===== src/rtl/pipe_stage_buf_if.sv =====
// pipe_stage_buf_if: handshake and data bundle across one pipeline stage boundary
interface pipe_stage_buf_if #(
  parameter int INSTR_W = 16,
  parameter int PC_W = 16,
  parameter int CNT_W = 16
);
  logic in_valid;
  logic [INSTR_W-1:0] in_instr;
  logic [PC_W-1:0] in_pc;
  logic in_ready;
  logic flush;
  logic stall;
  logic out_valid;
  logic [INSTR_W-1:0] out_instr;
  logic [PC_W-1:0] out_pc;
  logic [CNT_W-1:0] stall_cycles;
  logic [CNT_W-1:0] flush_count;
  modport slave (
    input in_valid, in_instr, in_pc, flush, stall,
    output in_ready, out_valid, out_instr, out_pc, stall_cycles, flush_count
  );
  modport master (
    output in_valid, in_instr, in_pc, flush, stall,
    input in_ready, out_valid, out_instr, out_pc, stall_cycles, flush_count
  );
endinterface


===== src/rtl/pipe_stage_buf.sv =====
// pipe_stage_buf: registered-ready pipeline stage with 1-entry skid buffer; PIPE_STAGE_BUF_PERF_CNT_EN adds stall/flush counters
module pipe_stage_buf #(
  parameter int INSTR_W = 16,
  parameter int PC_W = 16,
  parameter logic [INSTR_W-1:0] NOP = 16'b0000_1000_0000_0000,
  parameter int CNT_W = 16
) (
  input logic clk,
  input logic rst,
  pipe_stage_buf_if.slave bus
);
  typedef enum logic [1:0] {EMPTY, FULL, SKID} state_t;
  state_t state, nxt;
  logic rdy, out_valid, accept, consume, ld_in, ld_skid, sk_in;
  logic [INSTR_W-1:0] main_instr, skid_instr;
  logic [PC_W-1:0] main_pc, skid_pc;
  // state register; ready is registered from the next state so upstream never sees stall combinationally
  always_ff @(posedge clk) begin
    if (rst) begin
      state <= EMPTY;
      rdy <= 1'b1;
    end else begin
      state <= nxt;
      rdy <= nxt != SKID;
    end
  end
  // next state: flush empties the stage, otherwise occupancy follows accept/consume
  always_comb begin
    nxt = state;
    if (bus.flush) nxt = EMPTY;
    else if (state == EMPTY) nxt = accept ? FULL : EMPTY;
    else if (state == FULL) nxt = consume ? (accept ? FULL : EMPTY) : (accept ? SKID : FULL);
    else nxt = consume ? FULL : SKID;
  end
  // handshake decode and register load enables
  always_comb begin
    out_valid = state != EMPTY;
    accept = bus.in_valid && rdy;
    consume = out_valid && !bus.stall;
    ld_in = !bus.flush && accept && (state == EMPTY || (state == FULL && consume));
    ld_skid = !bus.flush && state == SKID && consume;
    sk_in = !bus.flush && accept && state == FULL && !consume;
  end
  // datapath: main feeds the outputs, skid catches the entry that arrives while main is stalled
  always_ff @(posedge clk) begin
    if (rst) begin
      main_instr <= NOP;
      main_pc <= '0;
      skid_instr <= NOP;
      skid_pc <= '0;
    end else begin
      if (ld_in) begin
        main_instr <= bus.in_instr;
        main_pc <= bus.in_pc;
      end else if (ld_skid) begin
        main_instr <= skid_instr;
        main_pc <= skid_pc;
      end
      if (sk_in) begin
        skid_instr <= bus.in_instr;
        skid_pc <= bus.in_pc;
      end
    end
  end
  assign bus.in_ready = rdy;
  assign bus.out_valid = out_valid;
  assign bus.out_instr = out_valid ? main_instr : NOP;
  assign bus.out_pc = main_pc;
`ifdef PIPE_STAGE_BUF_PERF_CNT_EN
  logic [CNT_W-1:0] sc, fc;
  // saturating counters of stalled-valid cycles and flushes that actually discarded something
  always_ff @(posedge clk) begin
    if (rst) begin
      sc <= '0;
      fc <= '0;
    end else begin
      if (out_valid && bus.stall && !bus.flush && !(&sc)) sc <= sc + 1'b1;
      if (bus.flush && (state != EMPTY || accept) && !(&fc)) fc <= fc + 1'b1;
    end
  end
  assign bus.stall_cycles = sc;
  assign bus.flush_count = fc;
`else
  assign bus.stall_cycles = {CNT_W{1'b0}};
  assign bus.flush_count = {CNT_W{1'b0}};
`endif
endmodule


===== src/flat_wrapper.sv =====
// flat-port wrapper written by rule: the top's interface ports become plain ports
module pipe_stage_buf_flat 
#(
  parameter int INSTR_W = 16,
  parameter int PC_W = 16,
  parameter logic [INSTR_W-1:0] NOP = 16'b0000_1000_0000_0000,
  parameter int CNT_W = 16
)
  (clk, rst, bus_in_valid, bus_in_instr, bus_in_pc, bus_flush, bus_stall, bus_in_ready, bus_out_valid, bus_out_instr, bus_out_pc, bus_stall_cycles, bus_flush_count);
  pipe_stage_buf_if #(.INSTR_W(INSTR_W), .PC_W(PC_W), .CNT_W(CNT_W)) bus_i ();
  input logic clk;
  input logic rst;
  input wire logic [$bits(bus_i.in_valid)-1:0] bus_in_valid;
  input wire logic [$bits(bus_i.in_instr)-1:0] bus_in_instr;
  input wire logic [$bits(bus_i.in_pc)-1:0] bus_in_pc;
  input wire logic [$bits(bus_i.flush)-1:0] bus_flush;
  input wire logic [$bits(bus_i.stall)-1:0] bus_stall;
  output wire logic [$bits(bus_i.in_ready)-1:0] bus_in_ready;
  output wire logic [$bits(bus_i.out_valid)-1:0] bus_out_valid;
  output wire logic [$bits(bus_i.out_instr)-1:0] bus_out_instr;
  output wire logic [$bits(bus_i.out_pc)-1:0] bus_out_pc;
  output wire logic [$bits(bus_i.stall_cycles)-1:0] bus_stall_cycles;
  output wire logic [$bits(bus_i.flush_count)-1:0] bus_flush_count;
  assign bus_i.in_valid = bus_in_valid;
  assign bus_i.in_instr = bus_in_instr;
  assign bus_i.in_pc = bus_in_pc;
  assign bus_i.flush = bus_flush;
  assign bus_i.stall = bus_stall;
  assign bus_in_ready = bus_i.in_ready;
  assign bus_out_valid = bus_i.out_valid;
  assign bus_out_instr = bus_i.out_instr;
  assign bus_out_pc = bus_i.out_pc;
  assign bus_stall_cycles = bus_i.stall_cycles;
  assign bus_flush_count = bus_i.flush_count;
  pipe_stage_buf #(.INSTR_W(INSTR_W), .PC_W(PC_W), .NOP(NOP), .CNT_W(CNT_W)) u_core (.clk(clk), .rst(rst), .bus(bus_i));
endmodule

===== config.mk =====
export PLATFORM = sky130hd
export DESIGN_NAME = pipe_stage_buf_flat
export DESIGN_NICKNAME = d
export VERILOG_FILES = /design/src/rtl/pipe_stage_buf_if.sv /design/src/rtl/pipe_stage_buf.sv /design/src/flat_wrapper.sv
export SDC_FILE = /design/constraint.sdc
export NUM_CORES = 1
export LEC_CHECK = 0
export ABC_CLOCK_PERIOD_IN_PS = 2450
export CORE_MARGIN = 2
export CORE_UTILIZATION = 50
export CTS_CLUSTER_SIZE = 20
export DETAILED_ROUTE_END_ITERATION = 7
export PLACE_DENSITY = 0.85
export SYNTH_ARGS = -nofsm -noshare
export SYNTH_HDL_FRONTEND = slang
export SYNTH_SLANG_ARGS = --single-unit

===== constraint.sdc =====
create_clock -name clk -period 2.45 [get_ports clk]
set_input_delay 0.6125 -clock clk [delete_from_list [all_inputs] [get_ports clk]]
set_output_delay 0.6125 -clock clk [all_outputs]
set_load 0.01 [all_outputs]

==> summary.txt <==
status - finished clean
setup ws final - 0.2328 ns
flops & latches, synth - 67
Peak supply drop - 491.7 uV
crit-path max cell delay - 0.54 ns
clk_skew - 0.006344 ns
Die ar. - 0.007172 mm2
Final Instance Count excl. Fillers - 540
Worst Tran Pin Value - 0.8445 ns
Worst R2R Setup Slack - 0.81 ns
# fillers - 549
GRT Overall Usage - 0.2203
Final Util - 0.6500
diode count - 0
worst r2r path cells - 5
GR Overflow Total - 0
syn_area_per_cell - 8.201 um2
Clock transition at path regs - 0.07 ns
IO buf count - 70
clk buf depth - 2
post-DR vias/cell - 5.733
crit path max-delay cell type - clkdlybuf4s50_1
Die X - 84.69 um
clock sinks - 67
Initial DRC Count - 260
crit path kind - register to output pin
drt drc - 0
H-tree depth - 3
Worst Path Arrival - 1.60 ns
post-synth cell types - 30
worst slack at placement - -0.1250 ns
worst hold slack - 0.4783 ns
Async S/R FF share, synth - 0
maxcap violations - 0
worst path cell trace - nor2_4 > buf_4 > nor2b_1 > clkdlybuf4s50_1
TNS Setup - 0 ns
final setup fails - 0
Final Cycle Share - 0.9050
antenna-violating nets left - 0
CP Data Required Time - 1.84 ns
Worst setup EP type - output pin
Worst Hold End - u_core.skid_instr[8]
cell count after synthesis - 397
Initial DRT Pass Iterations - 5
Total Wirelength - 8032 um
fraction of final layout cells sized beyond drive strength 1 - 0.1102
Synth Cell Area - 0.003256 mm2
synth-to-layout area growth - 26.06%
yosys warns - 0
top cells by area, synth - dfxtp_1 41%, buf_4 7.8%, nand2_1 7.4%
DP HPWL - 5139 um
CTS Root Cell - clkbuf_8
Inserted Clock Buffers - 9
hold depth - 2
EDFF count, synth - 0
most common cell in the netlist - dfxtp_1
top cells by count, synth - 67 x dfxtp_1, 64 x nand2_1, 34 x buf_4
clk_lat worst skew - 0.34 ns
Reg2Reg Capture Point - u_core.bus.out_pc[11]
ys flop type - dfxtp_1
vias in the first global route - 2,725
final hold violation count - 0
Via Count - 3,096
Synth top area share - 0.4120
# rows - 29
Nets - 495
Final min period - 2.217 ns
Worst slew margin - 0.4370
Static Leakage - 1.396 nW
RR Startpoint - u_core.state[0]
CP Launch Type - register
Slew Viols, Final - 0
global-route wire length before repair - 12,710 um
# hold bufs at CTS - 0
fmax - 451.0 MHz
starting density of the core - 0.5157
Worst Hold Class - register to register
Final Cell Area - 0.004104 mm2
TritonCTS clock tree - yes
placed cell count - 521
core area - 0.006314 mm2
largest net degree at the start of global routing - 49
gpl congestion - 0.7664
Worst Path Max Fanout - 10
CP Launch Point - u_core.state[0]
routed len/inst - 14.87 um
Die Y - 84.69 um
Seq/Total Area, Yosys - 0.4120
overall power - 2.386 mW
I/O pin count - 103
RSZ-0062 raised after global routing - false
power per cell area - 581.3 mW/mm2
area leader, netlist - dfxtp_1
DP Area - 0.003880 mm2
initial antenna violation count - 0
worst hold path startpoint - u_core.skid_instr[8]
[final cells by class]
cell class / count / area, um2 / area share
multi-input cells: 288 / 1582 / 0.3854
flip-flops and latches: 67 / 1341 / 0.3268
repair buffers: 90 / 883.3 / 0.2152
clock buffers: 11 / 141.4 / 0.03445
well taps: 77 / 96.34 / 0.02348
clock inverters: 5 / 52.55 / 0.01280
inverters: 2 / 7.507 / 0.001829
[state kept, by name (all words and copies together), names as in the netlist]
name and cells:
u_core.state 2, u_core.bus.in_ready 1, u_core.skid_pc 16, u_core.main_instr 16, u_core.skid_instr 16, u_core.bus.out_pc 16
[report_power, final]
group / leakage [nW] / internal [mW] / switching [mW]
Combinational: 0.751 / 0.155 / 0.169
Sequential: 0.546 / 1.13 / 0.0222
Clock: 0.0991 / 0.493 / 0.416
Total: 1.40 / 1.78 / 0.608
[cell usage in the layout, fill, tap and decap left out, drive strengths merged]
master         netlist  final
bufinv               0      1
and4bb               1      1
conb                 1     32
or4b                 1      1
nor4                 1      1
a31oi                2      2
nand3b               1      1
or2b                 1      1
a311oi              32     32
nand3               33     33
and2                 1      1
o21ai               33     33
nor4b                2      2
or2                  1      1
buf                 54     21
nor2                 1      1
clkinv               0      3
nand4bb              1      1
nor3                31     31
dfxtp               67     67
clkbuf              17     11
inv                  2      2
clkinvlp             0      1
nor2b               15     15
nand2               66     66
a21oi               32     32
clkdlybuf4s50        0     69
a211o                1      1
[kinds of logic (layout without fill, tap and decap cells)]
family | Yosys count | count (layout) | synth area share
other | 1 | 32 | 0.001152
flip-flops | 67 | 67 | 0.4120
AND/OR/NAND/NOR | 156 | 156 | 0.2367
buffers and inverters | 73 | 108 | 0.1422
AO/OA/AOI/OAI | 100 | 100 | 0.2079
[how the worst max path moves through the flow]
stage	endpoint	cells after the start
after floorplan	bus_out_instr[11]	3
after global placement	bus_out_instr[11]	3
after detailed placement	bus_out_instr[11]	3
after CTS	bus_out_instr[11]	3
after global routing	bus_out_instr[2]	4
final	bus_out_instr[5]	4
[layer usage]
metal	part of all wire	up-vias	global-route usage
met1	0.43	1458	0.2915
met3	0.079	14	0.05506
met5	0	-	0
met2	0.48	154	0.3443
li1	-	1470	-
met4	0.017	0	0.09091
[repair_timing]
item,CTS,global route
cloned,0,0
buffers inserted,0,3
gates resized for setup,2,0
pin swaps,0,1
setup endpoints to repair,17,1
[critical path: cells and delay by family, from the launching register on]
kind	cells	cell delay, ns
and+or+nand+nor	2	0.20
DFF	1	0.37
buffers and inverters	2	0.69
No activity file was read; power rests on OpenSTA's default activity.
